==> src/rtl/exwb_arbiter_pkg.sv <==
// Shared types and constants for the execute-to-writeback arbiter.
// Unit indices match the existing EX_*_UNIT encoding and double as cdb_kind.
package exwb_arbiter_pkg;

  localparam int INST_TAG_WIDTH = 6;
  localparam int COMMON_WIDTH   = 32;

  // A tag of zero on a source port or on the CDB means "nothing here".
  localparam logic [INST_TAG_WIDTH-1:0] TAG_INVALID = '0;

  localparam int         EX_UNIT_NUM    = 5;
  localparam logic [2:0] EX_ALU_UNIT    = 3'd0;
  localparam logic [2:0] EX_FWD_UNIT    = 3'd1;
  localparam logic [2:0] EX_JUMP_UNIT   = 3'd2;
  localparam logic [2:0] EX_BRANCH_UNIT = 3'd3;
  localparam logic [2:0] EX_MEM_UNIT    = 3'd4;

  // A jump writes back its link address, one instruction past ori_pc.
  localparam logic [COMMON_WIDTH-1:0] JUMP_LINK_OFFSET = 32'd4;

  // One writeback result, as buffered per source and as driven onto the CDB.
  typedef struct packed {
    logic [INST_TAG_WIDTH-1:0] tag;
    logic [COMMON_WIDTH-1:0]   value;
    logic [COMMON_WIDTH-1:0]   next_pc;
    logic                      cmp_res;
    logic [2:0]                kind;
  } cdb_pkt_t;

  // Round-robin successor of a unit index, wrapping from the last unit to 0.
  function automatic logic [2:0] rr_next(input logic [2:0] idx);
    return (idx == 3'(EX_UNIT_NUM - 1)) ? 3'd0 : idx + 3'd1;
  endfunction

endpackage

==> src/rtl/exwb_arbiter_wb_fifo.sv <==
// Per-source result FIFO. Ready and empty come straight from the registered
// count, so there is no combinational path from pop to ready.
module wb_fifo
  import exwb_arbiter_pkg::*;
#(
  parameter int DEPTH = 2
) (
  input  logic     clk,
  input  logic     rst,
  input  logic     flush,
  input  logic     push,
  input  cdb_pkt_t push_pkt,
  input  logic     pop,
  output cdb_pkt_t head,
  output logic     ready,
  output logic     empty
);

  localparam int PW = $clog2(DEPTH);
  localparam int CW = PW + 1;

  logic [PW-1:0] wr_ptr;
  logic [PW-1:0] rd_ptr;
  logic [CW-1:0] count;
  cdb_pkt_t      mem [DEPTH];

  // Pointer and occupancy bookkeeping; flush empties the FIFO in one edge.
  // NOTE: sequential state uses non-blocking assignments so every flop samples pre-edge values.
  always_ff @(posedge clk or negedge rst) begin
    if (!rst) begin
      wr_ptr <= '0;
      rd_ptr <= '0;
      count  <= '0;
    end else if (flush) begin
      wr_ptr <= '0;
      rd_ptr <= '0;
      count  <= '0;
    end else begin
      if (push) wr_ptr <= wr_ptr + 1'b1;
      if (pop)  rd_ptr <= rd_ptr + 1'b1;
      case ({push, pop})
        2'b10:   count <= count + 1'b1;
        2'b01:   count <= count - 1'b1;
        default: count <= count;
      endcase
    end
  end

  // Storage write port.
  // NOTE: the storage array has no reset; count gates every read, so stale entries are never visible.
  always_ff @(posedge clk) begin
    if (push && !flush) mem[wr_ptr] <= push_pkt;
  end

  assign head  = mem[rd_ptr];
  assign ready = (count != CW'(DEPTH));
  assign empty = (count == '0);

endmodule

==> src/rtl/exwb_arbiter.sv <==
// Writeback arbiter: buffers results from the execute units, picks one per
// cycle round-robin and broadcasts it on a registered common data bus.
module exwb_arbiter
  import exwb_arbiter_pkg::*;
#(
  parameter int DEPTH   = 2,
  parameter int NUM_SRC = EX_UNIT_NUM
) (
  input  logic                      clk,
  input  logic                      rst,
  input  logic                      flush,
  input  logic [INST_TAG_WIDTH-1:0] src_target  [NUM_SRC],
  input  logic [COMMON_WIDTH-1:0]   src_result  [NUM_SRC],
  input  logic [COMMON_WIDTH-1:0]   src_next_pc [NUM_SRC],
  input  logic                      src_cmp_res [NUM_SRC],
  output logic [NUM_SRC-1:0]        src_ready,
  output logic                      cdb_valid,
  output logic [INST_TAG_WIDTH-1:0] cdb_tag,
  output logic [COMMON_WIDTH-1:0]   cdb_value,
  output logic [COMMON_WIDTH-1:0]   cdb_next_pc,
  output logic                      cdb_cmp_res,
  output logic [2:0]                cdb_kind
);

  logic [NUM_SRC-1:0] push;
  logic [NUM_SRC-1:0] pop;
  logic [NUM_SRC-1:0] empty;
  cdb_pkt_t           push_pkt [NUM_SRC];
  cdb_pkt_t           head     [NUM_SRC];

  logic [2:0] rr;
  logic       grant_valid;
  logic [2:0] grant_idx;
  logic [3:0] scan;
  cdb_pkt_t   out_pkt;

  // Build the packet each source would enqueue; jumps store the link address.
  always_comb begin
    for (int i = 0; i < NUM_SRC; i++) begin
      push[i]             = (src_target[i] != TAG_INVALID) && src_ready[i];
      push_pkt[i].tag     = src_target[i];
      push_pkt[i].value   = (i == int'(EX_JUMP_UNIT)) ? src_result[i] + JUMP_LINK_OFFSET
                                                      : src_result[i];
      push_pkt[i].next_pc = src_next_pc[i];
      push_pkt[i].cmp_res = src_cmp_res[i];
      push_pkt[i].kind    = 3'(i);
    end
  end

  // One FIFO per execute unit.
  for (genvar g = 0; g < NUM_SRC; g++) begin : g_src
    assign pop[g] = grant_valid && (grant_idx == 3'(g)) && !flush;

    wb_fifo #(
      .DEPTH (DEPTH)
    ) u_fifo (
      .clk      (clk),
      .rst      (rst),
      .flush    (flush),
      .push     (push[g]),
      .push_pkt (push_pkt[g]),
      .pop      (pop[g]),
      .head     (head[g]),
      .ready    (src_ready[g]),
      .empty    (empty[g])
    );
  end

  // Round-robin scan: first non-empty FIFO starting at rr, wrapping past the last unit.
  // NOTE: every always_comb output gets a default first so no path leaves it unassigned (no latch).
  always_comb begin
    grant_valid = 1'b0;
    grant_idx   = rr;
    scan        = '0;
    for (int k = 0; k < NUM_SRC; k++) begin
      scan = {1'b0, rr} + 4'(k);
      if (scan >= 4'(NUM_SRC)) scan = scan - 4'(NUM_SRC);
      if (!grant_valid && !empty[scan[2:0]]) begin
        grant_valid = 1'b1;
        grant_idx   = scan[2:0];
      end
    end
  end

  // CDB output register and round-robin pointer; idle cycles invalidate the tag only.
  always_ff @(posedge clk or negedge rst) begin
    if (!rst) begin
      cdb_valid <= 1'b0;
      out_pkt   <= '{tag: TAG_INVALID, default: '0};
      rr        <= '0;
    end else if (flush) begin
      cdb_valid   <= 1'b0;
      out_pkt.tag <= TAG_INVALID;
    end else if (grant_valid) begin
      cdb_valid <= 1'b1;
      out_pkt   <= head[grant_idx];
      rr        <= rr_next(grant_idx);
    end else begin
      cdb_valid   <= 1'b0;
      out_pkt.tag <= TAG_INVALID;
    end
  end

  assign cdb_tag     = out_pkt.tag;
  assign cdb_value   = out_pkt.value;
  assign cdb_next_pc = out_pkt.next_pc;
  assign cdb_cmp_res = out_pkt.cmp_res;
  assign cdb_kind    = out_pkt.kind;

endmodule

==> config.mk <==
export PLATFORM = sky130hd
export DESIGN_NAME = exwb_arbiter
export DESIGN_NICKNAME = d
export VERILOG_FILES = /design/src/rtl/exwb_arbiter_pkg.sv /design/src/rtl/exwb_arbiter_wb_fifo.sv /design/src/rtl/exwb_arbiter.sv
export SDC_FILE = /design/constraint.sdc
export NUM_CORES = 1
export LEC_CHECK = 0
export CAP_MARGIN = 10
export CORE_MARGIN = 2
export CORE_UTILIZATION = 35
export CTS_CLUSTER_DIAMETER = 40
export DETAILED_ROUTE_END_ITERATION = 7
export GPL_TIMING_DRIVEN = 0
export SLEW_MARGIN = 20
export SYNTH_ARGS = -nofsm -noshare
export SYNTH_HDL_FRONTEND = slang
export SYNTH_SLANG_ARGS = --single-unit
==> constraint.sdc <==
create_clock -name clk -period 6.6 [get_ports clk]
set_input_delay 1.65 -clock clk [delete_from_list [all_inputs] [get_ports clk]]
set_output_delay 1.65 -clock clk [all_outputs]
set_load 0.02 [all_outputs]
==> results of run 1 <==
==> registers in the layout (all words and copies together) (netlist names), 3 cells and up <==
signal,cells
cdb_kind,3
cdb_next_pc,32
cdb_tag,6
cdb_value,32
g_src.u_fifo.count,10
g_src.u_fifo.mem,710
g_src.u_fifo.rd_ptr,5
g_src.u_fifo.wr_ptr,5
rr,3
==> where the power goes <==
part	leakage, nW	switching [mW]	internal, mW
combinational	5.45	8.11	4.65
clock	1.92	2.36	3.91
sequential	7.88	0.358	6.76
==> cells in the final DEF (no fill, tap or decap), drive strengths merged, types with 11 or more instances in the layout <==
| cell | instances |
|---|---|
| a21oi | 21 |
| a31oi | 29 |
| xnor2 | 32 |
| a2111oi | 26 |
| nand3 | 31 |
| diode | 12 |
| clkdlybuf4s50 | 435 |
| buf | 112 |
| dfrtp | 98 |
| o31ai | 17 |
| nor3 | 52 |
| clkbuf | 230 |
| a22oi | 18 |
| bufinv | 15 |
| and3 | 13 |
| nand4 | 23 |
| nand2 | 119 |
| o211ai | 35 |
| nor2 | 53 |
| a221o | 36 |
| xor2 | 20 |
| edfxtp | 710 |
| o21ai | 14 |
| nor2b | 32 |
| ha | 11 |
| a31o | 13 |
| mux2 | 120 |
| mux2i | 329 |
| inv | 39 |
| clkinv | 24 |
==> how the worst min path moves through the flow <==
stage | to | slack (ns) | depth (start not counted)
after floorplan | g_src[3].u_fifo.wr_ptr | 0.52 | 2
after global placement | cdb_kind[2] | 0.48 | 1
after detailed placement | cdb_kind[2] | 0.49 | 1
after CTS | cdb_kind[2] | 0.51 | 1
after global routing | cdb_kind[1] | 0.52 | 1
final | cdb_kind[2] | 0.50 | 1
==> Yosys cell counts, drive strengths merged, types with 18 or more instances <==
cell       n
nand4     23
a31oi     29
nand2    119
nor2      53
nor3      52
a22oi     18
clkbuf    85
o211ai    35
a221o     36
xor2      20
mux2     120
xnor2     32
nor2b     32
dfrtp     98
a2111oi   26
a21oi     21
edfxtp   710
buf       39
mux2i    329
nand3     31
==> worst max-delay path, stage by stage, from the launching register on <==
cell and delay (ns):
dfrtp_1 0.50, buf_2 0.32, inv_1 0.24, ha_1 0.29, ha_1 0.40, a21oi_1 0.21, mux2i_1 0.37, mux2i_1 0.62
o22ai_1 0.18, mux2i_1 0.24, a32oi_1 0.11, nor2_2 0.34, buf_8 0.21, buf_2 0.36, clkbuf_1 0.57, clkbuf_1 0.51
a31oi_1 0.29, a31o_2 0.30
==> what timing repair did <==
item	4_1_cts	5_1_grt
endpoints found under the setup margin	0	39
gates resized for setup	0	8
hold buffers	0	0
==> cell families (layout without fill, tap and decap cells) <==
group	after synthesis	in the layout	synth area share (%)
adder cells (fa/ha/maj)	12	12	0.474
buffers and inverters	142	864	1.78
other	0	12	0
AO/OA/AOI/OAI	228	228	5.24
flip-flops	808	808	71.5
XOR/XNOR	52	52	1.37
AND/OR/NAND/NOR	363	363	5.47
multiplexers	451	451	14.1
==> layout make-up <==
cell class | instances | share of cell area, %
flip-flops and latches | 808 | 54.1
repair buffers | 510 | 11.5
inverters | 18 | 0.154
multi-input cells | 1106 | 20.3
clock inverters | 69 | 2.07
plain buffers | 124 | 1.21
diodes | 12 | 0.0684
clock buffers | 143 | 6.95
well taps | 1265 | 3.60
==> through the flow <==
| step | area (µm²) | setup slack, ns |
|---|---|---|
| floorplan | 33200 | -1.25 |
| detailed placement | 39900 | 0.115 |
| global placement | 39200 | -7.27 |
| CTS | 43900 | 0.120 |
| global route | 43900 | 0.126 |
| finish | 43900 | 0.388 |
==> routing by layer <==
metal  up-vias  part of all wire [%]  GRT usage, %
met4        20                   2.6          6.30
li1       9323                     -             -
met2       718                    50          36.1
met1     10600                    41          26.1
met3       171                   6.6          4.59
met5         -                  0.12             0
==> results.py, run 1 <==
metrics = {
    "synthesis": {
        "synth_nets": 2426,
        "synth_area_leaders": "edfxtp_1 (64%), mux2i_1 (9.9%), dfrtp_1 (7.4%)",
        "synth_flop_cell": "edfxtp_1",
        "synth_edf_count": 710,
        "ys_seq_elements": 808,
        "yosys_warnings": 0,
        "ys_types": 64,
        "ys_async_sr_fraction_pct": 12.1,
        "syn-instance-count": 2056,
        "ys_seq_area_share_pct": 71.5,
        "yosys.area.top_type": "edfxtp_1",
        "syn_area_um2": 33200,
        "yosys.area.top_type_share_pct": 64.2,
        "syn_area_per_cell_um2": 16.2,
    },
    "floorplanning": {
        "fp-row-count": 113,
        "die_width_um": 312,
        "dieArea_um2": 97400,
        "die_h_um": 312,
        "ioPinCount": 438,
        "coreArea_um2": 94600,
        "initial_core_util_pct": 35.1,
    },
    "routing": {
        "first_pass_iters": 6,
        "drc": 0,
        "drtIter0Drc": 1637,
        "wl_per_cell_um": 25.6,
        "ant_nets": 0,
        "via_count": 20800,
        "viasPerCell": 5.13,
        "wirelength_mm": 104,
    },
    "cells_and_area": {
        "ff_latch_area_um2": 23800,
        "syn2layout_area_growth_pct": 32.2,
        "multi_input_area_um2": 8930,
        "nets": 3050,
        "final_cells": 4055,
        "final_util_pct": 46.4,
        "drive_above_1_share_pct": 16.7,
        "n_fill_cell": 8216,
    },
    "power_and_ir_drop": {
        "power_per_cell_area_nw_per_um2": 595,
        "power_mw": 26.1,
        "power_leakage_nw": 15.2,
        "ir_drop_uv": 538,
    },
    "cts": {
        "cts-htree-levels": 3,
        "cts.sinks": 808,
        "path_clk_slew_ns": 0.06,
        "numCtsBuffers": 112,
        "insertion_delay_ns": 0.70,
        "post_cts_buffers": 0,
        "cts_max_path_buffers": 3,
        "cts_tree": "done",
        "cts_root_buf": "clkbuf_16",
    },
    "sta": {
        "max_slew_margin_pct": 25.0,
        "hold_violations": 0,
        "period_share_pct": 94.1,
        "setup_viol": 0,
        "drv_slew": 0,
        "rsz0062_at_grt": "false",
        "clock_skew_ns": 0.0206,
        "fin_crit_ns": 6.21,
        "timing.setup.tns_ns": 0,
        "tightest_slew_ns": 1.13,
        "max_clock_freq_mhz": 161,
        "holdWs_ns": 0.502,
    },
    "worst_setup_path": {
        "crit_path_end": "cdb_next_pc[22]",
        "start_kind": "flop",
        "cp_data_arrival_time_ns": 6.79,
        "r2r_slack_ns": 0.39,
        "required_ns": 7.17,
        "reg2reg_depth": 17,
        "cp_max_fo": 10,
        "r2r-start": "rr[1]",
        "end_kind": "flop",
        "timing.rr.end": "cdb_next_pc[22]",
        "path_class": "reg -> reg",
        "worstSetupStartpoint": "rr[1]",
    },
    "global_route": {
        "grt_max_degree": 59,
        "grt_pass1_vias": 21700,
        "antenna_found_initial": 25,
        "grt_pass1_wl_mm": 147,
        "grt_overflow": 0,
        "grt_usage_pct": 20.9,
    },
    "placement": {
        "gp_congestion": 0.906,
        "dp_hpwl_mm": 77.3,
        "io_buffers": 436,
        "numPlacedInstances": 3831,
    },
    "min_path": {
        "hold_class": "reg -> reg",
        "hp-start": "cdb_kind[2]",
    },
    "flow_run": {
        "drv_cap": 0,
    },
    "status": {
        "status": "completed",
    },
}
No activity file was read; power rests on OpenSTA's default activity.
==> inputs of run 2 (changes only) <==
Settings changed: CAP_MARGIN 10 to default.
==> run 2 against run 1 <==
Die area is the same; non-clock buffer count is the same; largest power group unchanged; total power is essentially flat; highest routed layer unchanged; critical path type unchanged; clock power is essentially flat; core utilization is essentially flat; global-route usage is essentially flat.
==> results.py, run 2 (synthesized netlist as in run 1, its figures left out) <==
metrics = {
    "cts": {
        "numCtsBuffers": 113,
        "insertion_delay_ns": 0.70,
        "path_clk_slew_ns": 0.05,
        "cts_tree": "done",
        "cts_max_path_buffers": 3,
        "cts-htree-levels": 3,
        "cts_root_buf": "clkbuf_16",
        "cts.sinks": 808,
    },
    "sta": {
        "tightest_slew_ns": 1.08,
        "hold_violations": 0,
        "fin_crit_ns": 6.23,
        "rsz0062_at_grt": "false",
        "max_clock_freq_mhz": 160,
        "holdWs_ns": 0.501,
        "max_slew_margin_pct": 28.0,
        "period_share_pct": 94.4,
        "drv_slew": 0,
        "timing.setup.tns_ns": 0,
        "clock_skew_ns": 0.0223,
        "setup_viol": 0,
    },
    "cells_and_area": {
        "mostFrequentLayoutCells": "edfxtp_1 (710), clkdlybuf4s50_1 (435), mux2i_1 (329), mux2_2 (119), nand2_1 (118)",
        "ff_latch_area_um2": 23800,
        "final_cells": 4055,
        "multi_input_area_um2": 8940,
        "syn2layout_area_growth_pct": 32.2,
        "n_fill_cell": 8251,
        "drive_above_1_share_pct": 16.8,
        "largest-register": "g_src.u_fifo.mem",
        "nets": 3051,
        "mostFrequentLayoutCell": "edfxtp_1",
        "largest_reg_flops": 710,
    },
    "routing": {
        "drtIter0Drc": 1576,
        "viasPerCell": 5.11,
        "wirelength_mm": 103,
        "first_pass_iters": 5,
        "drc": 0,
        "via_count": 20700,
        "wl_per_cell_um": 25.5,
        "ant_nets": 0,
    },
    "power_and_ir_drop": {
        "power_per_cell_area_nw_per_um2": 595,
        "p_switching_mw": 10.9,
        "p_int_mw": 15.3,
        "ir_drop_uv": 429,
        "clockPowerShare_pct": 23.9,
        "power_leakage_nw": 15.2,
        "combPwrFrac_pct": 48.9,
        "netSwitchingFraction_pct": 41.6,
        "seq_power_share_pct": 27.2,
        "power_mw": 26.1,
    },
    "flow_run": {
        "drv_cap": 0,
    },
    "global_route": {
        "grt_max_degree": 59,
        "grt_usage_pct": 20.9,
        "antenna_found_initial": 31,
        "grt_pass1_wl_mm": 147,
        "grt_pass1_vias": 21700,
        "grt_overflow": 0,
    },
    "floorplanning": {
        "initial_core_util_pct": 35.1,
        "coreArea_um2": 94600,
        "ioPinCount": 438,
        "die_width_um": 312,
        "fp-row-count": 113,
        "die_h_um": 312,
        "dieArea_um2": 97400,
    },
    "placement": {
        "io_buffers": 436,
        "gp_congestion": 0.906,
        "dp_hpwl_mm": 77.4,
        "numPlacedInstances": 3831,
    },
    "min_path": {
        "hold_class": "reg -> reg",
        "hold_path_depth": 1,
        "hp-start": "cdb_kind[2]",
    },
    "worst_setup_path": {
        "cpPeakStageDelay_ns": 0.67,
        "worstSetupStartpoint": "rr[1]",
        "required_ns": 7.18,
        "crit_top_cell": "mux2i_1",
        "start_kind": "flop",
        "cp_slowest_cell": "mux2i_1",
        "cp.buffers_inverters": 6,
        "cp_data_arrival_time_ns": 6.81,
        "r2r-start": "rr[1]",
        "cp_max_fo": 10,
        "worstPathCellList": "buf_2 -> inv_1 -> ha_1 -> ha_1 -> a21oi_1 -> mux2i_1 -> mux2i_1 -> o22ai_1 -> mux2i_1 -> a32oi_1 -> nor2_2 -> buf_8 -> buf_2 -> clkbuf_1 -> clkbuf_1 -> a31oi_1 -> a31o_2",
        "end_kind": "flop",
        "crit_family": "buffers and inverters",
        "reg2reg_depth": 17,
        "path_class": "reg -> reg",
        "cp.depth": 17,
    },
    "status": {
        "status": "completed",
    },
}
## run 2: what timing repair did
item	in CTS	in global routing
hold buffers	0	0
resized for setup	0	7
setup endpoints to repair	0	46
setup buffers	0	0
## run 2: metal layers
metal	global-route usage (%)	vias up	share of wire, %
met5	0	-	0.20
met4	6.45	34	2.3
met3	4.63	175	6.0
met2	36.1	665	51
met1	26.0	10500	41
li1	-	9306	-
## run 2: area by class of cell
cell class	instances	area share (%)
flip-flops and latches	808	54.1
multi-input cells	1106	20.3
repair buffers	510	11.5
clock buffers	136	6.93
well taps	1265	3.60
clock inverters	77	2.11
plain buffers	124	1.21
inverters	18	0.154
diodes	11	0.0626
## run 2: power by group through the flow
stage          logic [mW]  clock network, mW  registers (mW)
6_report             12.8               6.26            7.11
5_1_grt              13.6               6.57            7.19
4_1_cts              12.8               6.36            7.12
3_5_place_dp         12.8                  0            7.21
3_3_place_gp         12.3                  0            7.43
2_1_floorplan        7.50                  0            7.44
## run 2: worst paths after layout
kind                                         to  slack [ns]
worst max register to register  cdb_next_pc[22]        0.37
worst min-delay path                cdb_kind[2]        0.50
worst max-delay path            cdb_next_pc[22]        0.37
min in group asynchronous         cdb_value[16]        0.88
max in group asynchronous       cdb_next_pc[17]        4.96
worst min register to register      cdb_kind[2]        0.50
## run 2: stage by stage
step | area (µm²) | util [%] | setup WS (ns)
after global routing | 43900 | 46.4 | 0.0328
after CTS | 43900 | 46.4 | 0.0444
after floorplan | 33200 | - | -1.25
after global placement | 39200 | 41.4 | -7.27
after detailed placement | 39900 | 42.2 | 0.0533
final | 43900 | 46.5 | 0.367
## run 2: worst reg2reg max path: cells and delay by family, from the launching register on
family	cells	cell delay [ns]
buffers and inverters	6	2.21
flip-flops	1	0.49
adder cells (fa/ha/maj)	2	0.71
multiplexers	3	1.31
AO/OA/AOI/OAI	5	1.08
AND/OR/NAND/NOR	1	0.33
==> inputs of run 3 (changes only) <==
Settings changed: RECOVER_POWER from default to 25.
==> run 3 against run 2 <==
The run now ends with max-capacitance violations, max-slew violations left; core utilization is essentially flat; largest power group unchanged; global-route usage is the same; first-iteration DRC count is essentially flat; total power shrank 0.24%; sequential cell count is the same; maximum frequency grew 0.13%; critical endpoint is now cdb_value[14].
==> results.py, run 3 (synthesized netlist as in run 1, its figures left out) <==
metrics = {
    "worst_setup_path": {
        "cpPeakStageDelay_ns": 0.82,
        "cp_data_arrival_time_ns": 6.86,
        "start_kind": "flop",
        "end_kind": "flop",
        "required_ns": 7.23,
        "path_class": "reg -> reg",
        "worstPathCellList": "buf_2 -> inv_1 -> ha_1 -> ha_1 -> a21oi_1 -> mux2i_1 -> mux2i_1 -> or2_2 -> a21o_1 -> a22oi_1 -> a21oi_1 -> inv_2 -> buf_2 -> nor4_2 -> clkbuf_1 -> a22oi_1 -> nand4_1",
        "cp_max_fo": 11,
        "cp_slowest_cell": "nor4_2",
    },
    "sta": {
        "clock_skew_ns": 0.0239,
        "tightest_slew_ns": 2.68,
        "max_clock_freq_mhz": 161,
        "holdWs_ns": 0.497,
        "hold_violations": 0,
        "rsz0062_at_grt": "false",
        "setup_viol": 0,
        "fin_crit_ns": 6.22,
        "timing.setup.tns_ns": 0,
        "max_slew_margin_pct": -78.8,
        "period_share_pct": 94.3,
        "worst_slack_ns": 0.375,
        "drv_slew": 101,
    },
    "floorplanning": {
        "die_h_um": 312,
        "ioPinCount": 438,
        "fp-row-count": 113,
        "dieArea_um2": 97400,
        "initial_core_util_pct": 35.1,
        "coreArea_um2": 94600,
        "die_width_um": 312,
    },
    "cells_and_area": {
        "largest-register": "g_src.u_fifo.mem",
        "mostFrequentLayoutCells": "edfxtp_1 (710), mux2i_1 (329), clkdlybuf4s50_1 (242), dlygate4sd3_1 (193), mux2_2 (119)",
        "largest_reg_flops": 710,
        "mostFrequentLayoutCell": "edfxtp_1",
        "final_util_pct": 46.4,
        "n_fill_cell": 8258,
        "syn2layout_area_growth_pct": 32.2,
        "nets": 3051,
        "drive_above_1_share_pct": 16.8,
    },
    "routing": {
        "ant_nets": 0,
        "drtIter0Drc": 1575,
        "viasPerCell": 5.11,
        "wirelength_mm": 103,
        "first_pass_iters": 7,
        "drc": 0,
        "via_count": 20800,
        "wl_per_cell_um": 25.5,
    },
    "placement": {
        "io_buffers": 436,
        "gp_congestion": 0.906,
        "post-place-ws_ns": 0.0533,
        "dp_hpwl_mm": 77.4,
    },
    "global_route": {
        "antenna_found_initial": 46,
        "grt_overflow": 0,
        "grt_pass1_vias": 21700,
        "grt_pass1_wl_mm": 147,
        "grt_max_degree": 59,
        "grt_usage_pct": 20.9,
    },
    "cts": {
        "cts_root_buf": "clkbuf_16",
        "cts-htree-levels": 3,
        "cts_tree": "done",
        "numCtsBuffers": 113,
        "insertion_delay_ns": 0.70,
        "postCtsHoldBufs": 0,
        "cts.sinks": 808,
        "path_clk_slew_ns": 0.05,
        "cts_max_path_buffers": 3,
    },
    "power_and_ir_drop": {
        "p_int_mw": 15.2,
        "p_switching_mw": 10.8,
        "combPwrFrac_pct": 48.7,
        "power_per_cell_area_nw_per_um2": 594,
        "power_leakage_nw": 15.3,
        "clockPowerShare_pct": 24.0,
        "seq_power_share_pct": 27.3,
        "netSwitchingFraction_pct": 41.6,
        "ir_drop_uv": 423,
    },
    "status": {
        "violations": "max-capacitance violations, max-slew violations",
        "status": "finished, violations left",
    },
    "min_path": {
        "hold_class": "reg -> reg",
    },
    "flow_run": {
        "drv_cap": 2,
    },
}
[run 3: cell count changes in the layout (fill, tap and decap cells not counted)]
cell / previous run / this run
buf_16: 4 / 3
buf_6: 12 / 11
clkbuf_1: 92 / 93
clkbuf_2: 7 / 8
clkdlybuf4s50_1: 435 / 242
diode_2: 11 / 19
dlygate4sd3_1: 0 / 193
[run 3: power groups by stage]
stage                     Sequential (mW)  Combinational [mW]  Clock [mW]
after detailed placement             7.21                12.8           0
after floorplan                      7.44                7.50           0
after global routing                 7.19                13.6        6.57
after CTS                            7.12                12.8        6.36
final                                7.11                12.7        6.26
after global placement               7.43                12.3           0
[run 3: routing by layer]
metal | up-vias | track usage [%] | routed length [µm]
li1 | 9317 | - | -
met1 | 10500 | 26.0 | 41900
met2 | 684 | 36.1 | 52200
met3 | 202 | 4.63 | 6610
met4 | 34 | 6.45 | 2480
met5 | - | 0 | 212
[run 3: final cells by class]
cell class                 count  area (µm²)  share of cell area (%)
tap                         1265        1580                    3.60
timing repair buffer         510        5020                    11.4
inverter                      18        67.6                   0.154
clock inverter                77         928                    2.11
antenna                       19        47.5                   0.108
buffer                       124         531                    1.21
sequential                   808       23800                    54.1
multi-input combinational   1106        8940                    20.3
clock buffer                 136        3050                    6.94
[run 3: path summary, 6_finish.rpt]
check                      depth (start not counted)              end  slack (ns)        start
min                                                1      cdb_kind[2]        0.50  cdb_kind[2]
max in group asynchronous                          2  cdb_next_pc[17]        1.83          rst
min in group asynchronous                          1    cdb_value[16]        1.79          rst
min reg2reg                                        1      cdb_kind[2]        0.50  cdb_kind[2]
max                                               17    cdb_value[14]        0.38        rr[1]
max reg2reg                                       17    cdb_value[14]        0.38        rr[1]
[run 3: critical path, delay by kind of cell (launching register included)]
kind / cells / cell delay (ns)
mux: 2 / 1.05
simple gates: 3 / 1.15
flops: 1 / 0.50
compound gates: 5 / 1.02
fa+ha+maj: 2 / 0.70
buf+inv: 5 / 1.70
[run 3: repair_timing]
item                                    in CTS  in global routing
buffers inserted                             0                  0
endpoints found under the setup margin       0                 46
endpoints found under the hold margin        0                  0
gates resized for setup                      0                  7
[run 3: metrics by stage]
step                power, mW  cell area (µm²)  cells
detailed placement       20.0            39900   3831
floorplan                14.9            33200   2056
finish                   26.1            43900   4063
global placement         19.7            39200   3757
CTS                      26.3            43900   4044
global route             27.4            43900   4053
